**src/rtl/if_stage.sv**
```systemverilog
// Instruction-fetch stage: PC, imem req/ack handshake, IF/ID register,
// stall hold buffer and flush/drain handling for an outstanding miss.
module if_stage #(
  parameter logic [31:0] RESET_PC = 32'h0000_0000,
  parameter logic [31:0] NOP_INST = 32'h0000_0013
) (
  input  logic        clk_50,
  input  logic        rst,
  input  logic        stall,
  input  logic        flush,
  input  logic [31:0] target,
  output logic        imem_req,
  output logic [31:0] imem_addr,
  input  logic        imem_ack,
  input  logic [31:0] imem_rdata,
  output logic [31:0] INST,
  output logic [31:0] PC_ID,
  output logic        valid_id
);

  typedef enum logic [1:0] {
    FETCH = 2'd0,
    DRAIN = 2'd1,
    HOLD  = 2'd2
  } state_e;

  typedef struct packed {
    logic [31:0] inst;
    logic [31:0] pc;
    logic        valid;
  } if_id_t;

  localparam if_id_t BUBBLE = '{inst: NOP_INST, pc: 32'd0, valid: 1'b0};

  state_e      state_q, state_d;
  logic [31:0] pc_q, pc_d;
  logic [31:0] drain_q, drain_d;
  logic [31:0] hinst_q, hinst_d;
  logic [31:0] hpc_q, hpc_d;
  if_id_t      ifid_q, ifid_d;

  logic [31:0] pc_inc;
  logic [31:0] tgt_al;

  assign pc_inc = pc_q + 32'd4;
  assign tgt_al = {target[31:2], 2'b00};

  // Request is driven from registered state only; rst gates it off.
  assign imem_req  = !rst && (state_q != HOLD);
  assign imem_addr = (state_q == DRAIN) ? drain_q : pc_q;

  assign INST     = ifid_q.inst;
  assign PC_ID    = ifid_q.pc;
  assign valid_id = ifid_q.valid;

  always_comb begin
    state_d = state_q;
    pc_d    = pc_q;
    drain_d = drain_q;
    hinst_d = hinst_q;
    hpc_d   = hpc_q;
    ifid_d  = ifid_q;
    if (flush) begin
      ifid_d = BUBBLE;
      pc_d   = tgt_al;
      unique case (state_q)
        FETCH: begin
          if (!imem_ack) begin
            drain_d = pc_q;
            state_d = DRAIN;
          end
        end
        HOLD:    state_d = FETCH;
        DRAIN:   state_d = DRAIN;
        default: state_d = FETCH;
      endcase
    end else begin
      unique case (state_q)
        FETCH: begin
          unique case (1'b1)
            imem_ack && !stall: begin
              ifid_d = '{inst: imem_rdata, pc: pc_q, valid: 1'b1};
              pc_d   = pc_inc;
            end
            imem_ack && stall: begin
              hinst_d = imem_rdata;
              hpc_d   = pc_q;
              pc_d    = pc_inc;
              state_d = HOLD;
            end
            !imem_ack && !stall: begin
              ifid_d = '{inst: NOP_INST, pc: pc_q, valid: 1'b0};
            end
            default: ;
          endcase
        end
        HOLD: begin
          if (!stall) begin
            ifid_d  = '{inst: hinst_q, pc: hpc_q, valid: 1'b1};
            state_d = FETCH;
          end
        end
        DRAIN: begin
          if (!stall) ifid_d = BUBBLE;
          // pc already holds the redirect target; the stale data is dropped.
          if (imem_ack) state_d = FETCH;
        end
        default: state_d = FETCH;
      endcase
    end
  end

  always_ff @(posedge clk_50) begin
    if (rst) begin
      state_q <= FETCH;
      pc_q    <= RESET_PC;
      drain_q <= 32'd0;
      hinst_q <= 32'd0;
      hpc_q   <= 32'd0;
      ifid_q  <= BUBBLE;
    end else begin
      state_q <= state_d;
      pc_q    <= pc_d;
      drain_q <= drain_d;
      hinst_q <= hinst_d;
      hpc_q   <= hpc_d;
      ifid_q  <= ifid_d;
    end
  end

endmodule
```
**config.mk**
```make
export PLATFORM = sky130hd
export DESIGN_NAME = if_stage
export DESIGN_NICKNAME = d
export VERILOG_FILES = /design/src/rtl/if_stage.sv
export SDC_FILE = /design/constraint.sdc
export NUM_CORES = 1
export LEC_CHECK = 0
export CAP_MARGIN = 15
export CORE_MARGIN = 3
export CORE_UTILIZATION = 50
export CTS_CLUSTER_DIAMETER = 100
export DETAILED_ROUTE_END_ITERATION = 10
export PLACE_DENSITY = 0.78
export SYNTH_ARGS = -nofsm -noshare
export SYNTH_HDL_FRONTEND = slang
export SYNTH_SLANG_ARGS = --single-unit
```
**constraint.sdc**
```tcl
create_clock -name clk_50 -period 5.9 [get_ports clk_50]
set_clock_uncertainty 0.2 [all_clocks]
set_input_delay 0.885 -clock clk_50 [delete_from_list [all_inputs] [get_ports clk_50]]
set_output_delay 0.885 -clock clk_50 [all_outputs]
set_load 0.03 [all_outputs]
```
==> impl_metrics.env <==
export IMPL_power_switching_w=0.000939
export IMPL_slowest_delay_ns=0.60
export IMPL_dp_hpwl_um=14900
export IMPL_p_sw_share_pct=30.8
export IMPL_rows=46
export IMPL_synthFlopType="dfxtp_1"
export IMPL_grt_use_met3_pct=4.44
export IMPL_power_density_nw_per_um2=292
export IMPL_synthDistinctLibCells=54
export IMPL_synthTopCellsByArea="dfxtp_1, nand2_1, a21oi_1"
export IMPL_clk_latency_ns=0.43
export IMPL_num_vias=7720
export IMPL_gr_usage_all_layers_pct=24.4
export IMPL_worstSetupEndpoint="imem_addr[30]"
export IMPL_coreArea_um2=16200
export IMPL_async_flop_share_pct=0
export IMPL_grt_ovfl_total=0
export IMPL_hp_class="reg -> reg"
export IMPL_cts_root_buf="clkbuf_16"
export IMPL_die_y_um=136
export IMPL_synthesis_area_um2=8470
export IMPL_pwr_share_comb_pct=20.2
export IMPL_cts_max_level=4
export IMPL_setup_tns_ns=0
export IMPL_synth_edf_count=0
export IMPL_cts_sinks=187
export IMPL_yosysSeqAreaShare_pct=44.2
export IMPL_critical_path_max_fanout=21
export IMPL_rsz0062_at_grt="no"
export IMPL_holdPathStages=2
export IMPL_layout_nets=1202
export IMPL_drive_gt1_share_pct=7.45
export IMPL_route_detailed_drc=0
export IMPL_syn_inst=1053
export IMPL_start_kind="register"
export IMPL_synth_top_area_share_pct=44.2
export IMPL_io_buffers=160
export IMPL_die_x_um=136
export IMPL_clkTransAtPathRegs_ns=0.07
export IMPL_hold_buffers=0
export IMPL_p_seq_share_pct=45.6
export IMPL_dr_pass1_iters=5
export IMPL_intPower_w=0.00211
export IMPL_r2r_end="INST[14]"
export IMPL_postCtsResizedCells=0
export IMPL_finalCritPeriodShare_pct=67.3
export IMPL_cp_cell_sequence="inv_1 -> ha_1 -> buf_4 -> mux2_2 -> clkdlybuf4s50_1"
export IMPL_gp_congestion=0.865
export IMPL_p_leak_nw=3.61
export IMPL_crit_type="reg -> out"
export IMPL_finalHoldViolCount=0
export IMPL_grt_max_degree=78
export IMPL_antenna_found_initial=0
export IMPL_grt_pass1_wl_um=36400
export IMPL_cts_tree="yes"
export IMPL_drv_cap=0
export IMPL_detail_route_antenna_nets=0
export IMPL_diodes=0
export IMPL_r2r_start="state_q[0]"
export IMPL_tightest_slew_ns=1.18
export IMPL_period_minus_slack_ns=3.97
export IMPL_worst_ep_required_time_ns=4.82
export IMPL_cp_slowest_cell="clkdlybuf4s50_1"
export IMPL_p_clk_share_pct=34.2
export IMPL_syn_mean_instance_area_um2=8.05
export IMPL_synth_common_cells="nand2_1, dfxtp_1, a21oi_1"
export IMPL_ys_seq_elements=187
export IMPL_busiest_layer="met2"
export IMPL_reg2reg_slack_ns=2.70
export IMPL_cts_made_buffers=17
export IMPL_use_met1_pct=33.9
export IMPL_boundaryPins=167
export IMPL_area_growth_pct=23.4
export IMPL_dieArea_um2=18500
export IMPL_vdd_ir_drop_worst_uv=220
export IMPL_cts_max_path_buffers=2
export IMPL_reg2reg_depth=5
export IMPL_wl_per_cell_um=16.8
export IMPL_dr_first_iter_drc_count=668
export IMPL_worstPathArrival_ns=2.89
export IMPL_cts_setup_buffers=0
export IMPL_post_drt_via_cell_ratio=5.69
export IMPL_slew_viol_final=0
export IMPL_wl_um=22800
export IMPL_first_global_vias=7177
export IMPL_synth_most_common_cell="nand2_1"
export IMPL_grt_use_met2_pct=38.8
export IMPL_p_total_w=0.00305
export IMPL_initial_core_util_pct=52.2
export IMPL_cp_end_kind="primary output"
export IMPL_relSlewSlack_pct=21.3
export IMPL_synth_area_leader_cell="dfxtp_1"
export IMPL_max_freq_ghz=0.252
export IMPL_crit_path_start="state_q[1]"
export IMPL_status="finished clean"
export IMPL_setup_viol=0
export IMPL_ys_warn_count=0
-- metal layers --
layer	up-vias	share of wire, %
met4	0	1.3
met1	3603	45
met2	263	47
met5	-	0
li1	3831	-
met3	23	6.5
-- worst min-delay path by stage --
stage,endpoint,slack (ns),from
after global placement,drain_q[5],0.24,drain_q[5]
after CTS,PC_ID[29],0.25,PC_ID[29]
final,drain_q[8],0.25,drain_q[8]
after detailed placement,hpc_q[19],0.25,hpc_q[19]
after global routing,hinst_q[22],0.27,hinst_q[22]
after floorplan,drain_q[10],0.23,drain_q[10]
-- flip-flops by register name (all words and copies together) (netlist names) --
| register | flops |
|---|---|
| valid_id | 1 |
| state_q | 2 |
| PC_ID | 30 |
| hinst_q | 32 |
| drain_q | 30 |
| pc_q | 30 |
| hpc_q | 30 |
| INST | 32 |
-- kinds of logic (layout without fill, tap and decap cells) --
group	Yosys count	count (layout)	share of synthesized area [%]
AND/OR/NAND/NOR	481	481	26.4
multiplexers	29	29	3.85
XOR/XNOR	13	13	1.34
other	1	4	0.0443
adder cells (fa/ha/maj)	5	5	0.738
buffers and inverters	122	207	6.31
flip-flops	187	187	44.2
AO/OA/AOI/OAI	215	215	17.1
-- area by class of cell --
type | count | area, µm²
timing repair buffer | 170 | 1670
multi-input combinational | 747 | 4230
clock inverter | 14 | 97.6
fill | 1459 | 5770
tap | 216 | 270
clock buffer | 18 | 429
inverter | 5 | 18.8
sequential | 187 | 3740
-- through the flow --
stage	instances	cell area (µm²)	setup WS [ns]	utilization (%)	hold WS, ns
CTS	1357	10500	1.93	64.4	0.255
floorplan	1056	8480	2.96	-	0.233
global route	1357	10500	1.79	64.4	0.271
finish	1357	10500	1.93	64.4	0.254
detailed placement	1325	9930	1.83	61.2	0.247
global placement	1325	9930	1.86	61.2	0.237
-- power groups by stage --
stage	Clock (W)	Combinational, W	Sequential (W)
global route	0.00111	0.000669	0.00140
floorplan	0	0.000376	0.00144
CTS	0.00106	0.000617	0.00139
finish	0.00104	0.000617	0.00139
detailed placement	0	0.000615	0.00142
global placement	0	0.000609	0.00142
-- worst max-delay path, delay by kind of cell, from the launching register on --
kind,cells,cell delay [ns]
adders and majority gates,1,0.59
muxes,1,0.40
DFF,1,0.34
buffers and inverters,3,1.12
-- placed cells by master (no fill, tap or decap), types with 6 or more instances in the layout --
cell,instances
xnor2_1,9
nand2_1,208
nor3_1,65
buf_4,11
nor2_1,91
and4_1,6
nor4_1,6
nor2b_1,34
o21ai_0,7
clkdlybuf4s50_1,159
a311oi_1,37
a211oi_1,11
clkinv_2,6
dfxtp_1,187
a221oi_1,29
o31ai_1,8
or4_1,7
mux2_2,29
nand4_1,17
nand3_1,15
clkbuf_16,17
a21oi_1,102
No activity file was read; power rests on OpenSTA's default activity.
